===== src/rtl/uart_pkg.sv =====
// Shared UART definitions: transmitter FSM states and bit-timing helper.
package uart_pkg;

  typedef enum logic [1:0] {
    IDLE,
    START,
    DATA,
    STOP
  } uart_state_e;

  // Clock cycles per serial bit; truncating division, shared with the receiver.
  function automatic int cycles_per_bit(input int clk_hz, input int bit_rate);
    return clk_hz / bit_rate;
  endfunction

endpackage


===== src/rtl/sync_fifo.sv =====
// Small first-word-fall-through FIFO. rdata always shows the head entry.
// A push while full or a pop while empty is ignored.
module sync_fifo #(
  parameter int WIDTH = 8,
  parameter int DEPTH = 4
) (
  input  logic                     clk,
  input  logic                     rst_n,
  input  logic                     push,
  input  logic                     pop,
  input  logic [WIDTH-1:0]         wdata,
  output logic [WIDTH-1:0]         rdata,
  output logic                     full,
  output logic                     empty,
  output logic [$clog2(DEPTH):0]   count
);

  localparam int AW = $clog2(DEPTH);

  logic [WIDTH-1:0] mem [DEPTH];
  logic [AW-1:0]    wr_ptr;
  logic [AW-1:0]    rd_ptr;
  logic             do_push;
  logic             do_pop;

  assign full    = (count == (AW+1)'(DEPTH));
  assign empty   = (count == '0);
  assign do_push = push && !full;
  assign do_pop  = pop && !empty;
  assign rdata   = mem[rd_ptr];

  // Storage array; no reset needed, contents are only read once counted.
  always_ff @(posedge clk) begin
    if (do_push) mem[wr_ptr] <= wdata;
  end

  // Pointers wrap modulo DEPTH; count tracks occupancy.
  always_ff @(posedge clk or negedge rst_n) begin
    if (!rst_n) begin
      wr_ptr <= '0;
      rd_ptr <= '0;
      count  <= '0;
    end else begin
      if (do_push) wr_ptr <= wr_ptr + AW'(1);
      if (do_pop)  rd_ptr <= rd_ptr + AW'(1);
      case ({do_push, do_pop})
        2'b10:   count <= count + (AW+1)'(1);
        2'b01:   count <= count - (AW+1)'(1);
        default: count <= count;
      endcase
    end
  end

endmodule


===== src/rtl/uart_tx_fifo.sv =====
// Buffered UART transmitter: FIFO-fed 8N1-style framer, start/data(LSB first)/stop.
module uart_tx_fifo
  import uart_pkg::*;
#(
  parameter int CLK_HZ       = 27000000,
  parameter int BIT_RATE     = 9600,
  parameter int PAYLOAD_BITS = 8,
  parameter int FIFO_DEPTH   = 4
) (
  input  logic                          clk,
  input  logic                          rst_n,
  input  logic [PAYLOAD_BITS-1:0]       tx_data,
  input  logic                          tx_valid,
  output logic                          tx_ready,
  output logic                          serial_tx,
  output logic                          tx_busy,
  output logic [$clog2(FIFO_DEPTH):0]   fifo_count
);

  localparam int CPB = cycles_per_bit(CLK_HZ, BIT_RATE);
  localparam int CW  = (CPB > 1) ? $clog2(CPB) : 1;
  localparam int BW  = (PAYLOAD_BITS > 1) ? $clog2(PAYLOAD_BITS) : 1;

  if (CPB < 2) begin : g_bad_cpb
    $error("uart_tx_fifo: CLK_HZ/BIT_RATE must be at least 2");
  end
  if (FIFO_DEPTH < 2 || (FIFO_DEPTH & (FIFO_DEPTH - 1)) != 0) begin : g_bad_depth
    $error("uart_tx_fifo: FIFO_DEPTH must be a power of two, at least 2");
  end

  uart_state_e              state;
  logic [CW-1:0]            cyc_cnt;
  logic [BW-1:0]            bit_cnt;
  logic [PAYLOAD_BITS-1:0]  shift;
  logic [PAYLOAD_BITS-1:0]  shift_nxt;
  logic [PAYLOAD_BITS-1:0]  fifo_rdata;
  logic                     fifo_full;
  logic                     fifo_empty;
  logic                     push;
  logic                     pop;
  logic                     bit_end;

  assign tx_ready  = !fifo_full;
  assign push      = tx_valid && tx_ready;
  assign bit_end   = (cyc_cnt == CW'(CPB - 1));
  // Pop when idle, or on the last stop-bit cycle so frames run back-to-back.
  assign pop       = !fifo_empty && ((state == IDLE) || (state == STOP && bit_end));
  assign shift_nxt = shift >> 1;
  assign tx_busy   = (state != IDLE);

  sync_fifo #(
    .WIDTH (PAYLOAD_BITS),
    .DEPTH (FIFO_DEPTH)
  ) u_fifo (
    .clk   (clk),
    .rst_n (rst_n),
    .push  (push),
    .pop   (pop),
    .wdata (tx_data),
    .rdata (fifo_rdata),
    .full  (fifo_full),
    .empty (fifo_empty),
    .count (fifo_count)
  );

  // Frame FSM with registered line output, bit-period and bit counters.
  always_ff @(posedge clk or negedge rst_n) begin
    if (!rst_n) begin
      state     <= IDLE;
      cyc_cnt   <= '0;
      bit_cnt   <= '0;
      shift     <= '0;
      serial_tx <= 1'b1;
    end else begin
      case (state)
        IDLE: begin
          serial_tx <= 1'b1;
          cyc_cnt   <= '0;
          if (pop) begin
            shift     <= fifo_rdata;
            bit_cnt   <= '0;
            serial_tx <= 1'b0;
            state     <= START;
          end
        end
        START: begin
          if (bit_end) begin
            cyc_cnt   <= '0;
            serial_tx <= shift[0];
            state     <= DATA;
          end else begin
            cyc_cnt <= cyc_cnt + CW'(1);
          end
        end
        DATA: begin
          if (bit_end) begin
            cyc_cnt <= '0;
            if (bit_cnt == BW'(PAYLOAD_BITS - 1)) begin
              serial_tx <= 1'b1;
              state     <= STOP;
            end else begin
              shift     <= shift_nxt;
              bit_cnt   <= bit_cnt + BW'(1);
              serial_tx <= shift_nxt[0];
            end
          end else begin
            cyc_cnt <= cyc_cnt + CW'(1);
          end
        end
        STOP: begin
          if (bit_end) begin
            cyc_cnt <= '0;
            if (pop) begin
              shift     <= fifo_rdata;
              bit_cnt   <= '0;
              serial_tx <= 1'b0;
              state     <= START;
            end else begin
              state <= IDLE;
            end
          end else begin
            cyc_cnt <= cyc_cnt + CW'(1);
          end
        end
        default: begin
          state     <= IDLE;
          serial_tx <= 1'b1;
        end
      endcase
    end
  end

endmodule


===== config.mk =====
export PLATFORM = sky130hd
export DESIGN_NAME = uart_tx_fifo
export DESIGN_NICKNAME = d
export VERILOG_FILES = /design/src/rtl/uart_pkg.sv /design/src/rtl/sync_fifo.sv /design/src/rtl/uart_tx_fifo.sv
export SDC_FILE = /design/constraint.sdc
export NUM_CORES = 1
export LEC_CHECK = 0
export CORE_UTILIZATION = 65
export CTS_BUF_LIST = sky130_fd_sc_hd__clkbuf_8
export DETAILED_ROUTE_END_ITERATION = 10
export PLACE_DENSITY = 0.89
export RECOVER_POWER = 50
export SYNTH_ARGS = -nofsm -noshare
export SYNTH_HDL_FRONTEND = slang
export SYNTH_HIERARCHICAL = 1
export SYNTH_SLANG_ARGS = --single-unit

===== constraint.sdc =====
create_clock -name clk -period 6.43 [get_ports clk]
set_clock_uncertainty 0.15 [all_clocks]
set_input_delay 1.286 -clock clk [delete_from_list [all_inputs] [get_ports clk]]
set_output_delay 1.286 -clock clk [all_outputs]
set_load 0.01 [all_outputs]

==> flow_metrics.env <==
export IMPL_status="complete, but fails checks"
export IMPL_violations="capacitance limit, slew limit"
export IMPL_ant_nets=0
export IMPL_syn_instance_count=224
export IMPL_die_area_mm2=0.00494
export IMPL_post_route_drc_count=0
export IMPL_syn_cell_area_mm2=0.00303
export IMPL_drtPass1Iterations=4
export IMPL_finalSetupViolations=0
export IMPL_syn_avg_cell_area_um2=13.5
export IMPL_hold_violations=0
export IMPL_async_flop_share_pct=50.8
export IMPL_viasPerCell=5.78
export IMPL_gp_congestion=0.745
export IMPL_final_cell_count_no_fill=303
export IMPL_n_fill_cell=263
export IMPL_ys_seq_elements=65
export IMPL_fp_coreArea_mm2=0.00441
export IMPL_synth_nets=249
export IMPL_fin_crit_sh_pct=50.4
export IMPL_finalWirelength_um=4760
export IMPL_dpl_hpwl_um=3230
export IMPL_crit_path_end_kind="output port"
export IMPL_max_freq_mhz=309
export IMPL_grt_max_degree=34
export IMPL_vdd_ir_drop_max_mv=0.326
export IMPL_cts_htree_levels=3
export IMPL_critPathKind="register to output port"
export IMPL_area_growth_pct=12.7
export IMPL_arrival_ns=1.81
export IMPL_ys_warn_count=6
export IMPL_rows=24
export IMPL_overflow=0
export IMPL_required_ns=4.99
export IMPL_path_clk_slew_ns=0.07
export IMPL_nets=271
export IMPL_antenna_cells=0
export IMPL_synth_edf_count=32
export IMPL_drt_wirelength_per_cell_um=15.7
export IMPL_top_level_ports=17
export IMPL_final_max_slew_violation_count=34
export IMPL_synth_distinct_cells=47
export IMPL_die_w_um=70.3
export IMPL_multi_input_area_mm2=0.00113
export IMPL_relSlewSlack_pct=-13.2
export IMPL_grt_pass1_wl_um=8070
export IMPL_num_vias=1752
export IMPL_antenna_found_initial=0
export IMPL_power_density_mw_per_mm2=452
export IMPL_die_y_um=70.3
export IMPL_start_kind="register"
export IMPL_numCtsBuffers=9
export IMPL_cts_sinks=65
export IMPL_crit_fanout=6
export IMPL_post_cts_buffers=0
export IMPL_portBuffers=16
export IMPL_cts_buffer_depth=2
export IMPL_seq_area_frac_synth_pct=59.0
export IMPL_worst_slew_pin_slew_ns=1.70
export IMPL_cts_tree="done"
export IMPL_max_cap_viol_count=1
export IMPL_drive_gt1_share_pct=17.9
export IMPL_fin_crit_ns=3.24
export IMPL_ys_flop_type="edfxtp_1"
export IMPL_final_cell_mix="32 x dfrtp_1, 32 x edfxtp_1, 18 x inv_1, 18 x nor2_1, 14 x nand2_1"
export IMPL_seq_area_mm2=0.00179
export IMPL_tns_ns=0
export IMPL_cts_root_buf="clkbuf_8"
export IMPL_holdBufCountCts=0
export IMPL_floorplan_initialDensity_pct=68.7
export IMPL_hp_class="register to register"
export IMPL_drt_iter0_drc=162
export IMPL_grt_pass1_vias=1703
export IMPL_insertion_delay_ns=0.33
export IMPL_rsz0062_at_grt="no"
export IMPL_cts_resized_gates=0
export IMPL_p_leak_nw=1.35
export IMPL_numPlacedInstances=287
export IMPL_grtUsageTotal_pct=22.1
[state kept, by name, summed over array words and instances, names as in the netlist]
register and flops:
bit_cnt 3, cyc_cnt 12, serial_tx 1, shift 8, state 2, u_fifo/count 3, u_fifo/mem 32, u_fifo/rd_ptr 2
u_fifo/wr_ptr 2
[final timing paths]
check                              endpoint  cells past startpoint       start  slack, ns
max reg2reg                 u_fifo/count[2]                     11    state[0]       3.50
max in group asynchronous  u_fifo/rd_ptr[0]                      2       rst_n       3.37
min                              bit_cnt[0]                      1  bit_cnt[0]       0.33
min reg2reg                      bit_cnt[0]                      1  bit_cnt[0]       0.33
min in group asynchronous        bit_cnt[1]                      2       rst_n       1.77
max                                 tx_busy                      4    state[0]       3.19
[kinds of logic (layout without fill, tap and decap cells)]
| family | count (synthesis) | count (layout) | share of synthesized area (%) |
|---|---|---|---|
| compound gates | 27 | 27 | 7.05 |
| xor+xnor | 16 | 16 | 4.62 |
| fa+ha+maj | 14 | 14 | 6.02 |
| buf+inv | 24 | 51 | 3.18 |
| flops | 65 | 65 | 59.0 |
| mux | 12 | 12 | 7.47 |
| simple gates | 66 | 66 | 12.7 |
[report_power, final]
| part | total, mW | switching, mW | internal [mW] | leakage, nW |
|---|---|---|---|---|
| sequential | 0.647 | 0.0934 | 0.554 | 0.700 |
| clock | 0.343 | 0.161 | 0.182 | 0.100 |
| combinational | 0.555 | 0.276 | 0.278 | 0.550 |
| total | 1.54 | 0.530 | 1.01 | 1.35 |
[Yosys cell counts, types with 2 or more instances]
master / number / area (µm²)
a21oi_1: 3 / 15.0
a41oi_1: 2 / 17.5
and2_2: 4 / 30.0
and3_2: 2 / 15.0
clkbuf_1: 3 / 11.3
dfrtp_1: 32 / 801
edfxtp_1: 32 / 961
ha_1: 13 / 163
inv_1: 18 / 67.6
mux2i_1: 2 / 20.0
mux4_2: 8 / 180
nand2_1: 14 / 52.6
nand3_1: 5 / 25.0
nand4_1: 2 / 12.5
nor2_1: 18 / 67.6
nor2b_1: 2 / 12.5
nor3_1: 3 / 15.0
o211ai_1: 2 / 15.0
o21ai_0: 4 / 20.0
o221a_2: 6 / 67.6
o22ai_1: 3 / 18.8
or2_0: 6 / 37.5
or3_1: 2 / 12.5
xnor2_1: 8 / 70.1
xor2_1: 8 / 70.1
[routing by layer]
metal,routed length (µm),track usage [%],vias to the layer above
li1,-,-,854
met4,42,10.2,0
met2,2280,31.5,41
met3,235,7.50,4
met1,2200,30.7,853
met5,0,0,-
[final cells by class]
cell class              count  area share (%)
clock buffers               9            3.62
clock inverters             7            2.27
inverters                  18            1.98
multi-input cells         135            33.2
flip-flops and latches     65            52.3
well taps                  52            1.90
repair buffers             17            4.79
[stage by stage]
stage	utilization [%]	power (mW)	area (µm²)	hold WS (ns)	setup slack [ns]
2_1_floorplan	-	1.06	3030	0.305	3.65
3_3_place_gp	73.3	1.18	3240	0.317	3.21
3_5_place_dp	73.3	1.21	3240	0.328	3.15
4_1_cts	77.9	1.56	3440	0.338	3.17
5_1_grt	77.5	1.64	3420	0.352	3.01
6_report	77.5	1.54	3420	0.333	3.19
[critical path, stage by stage, from the launching register on]
cell	delay, ns
dfrtp_1	0.42
inv_1	0.11
ha_1	0.28
inv_1	0.12
clkdlybuf4s50_1	0.54
Note: power is estimated with default switching activity, not from simulation.
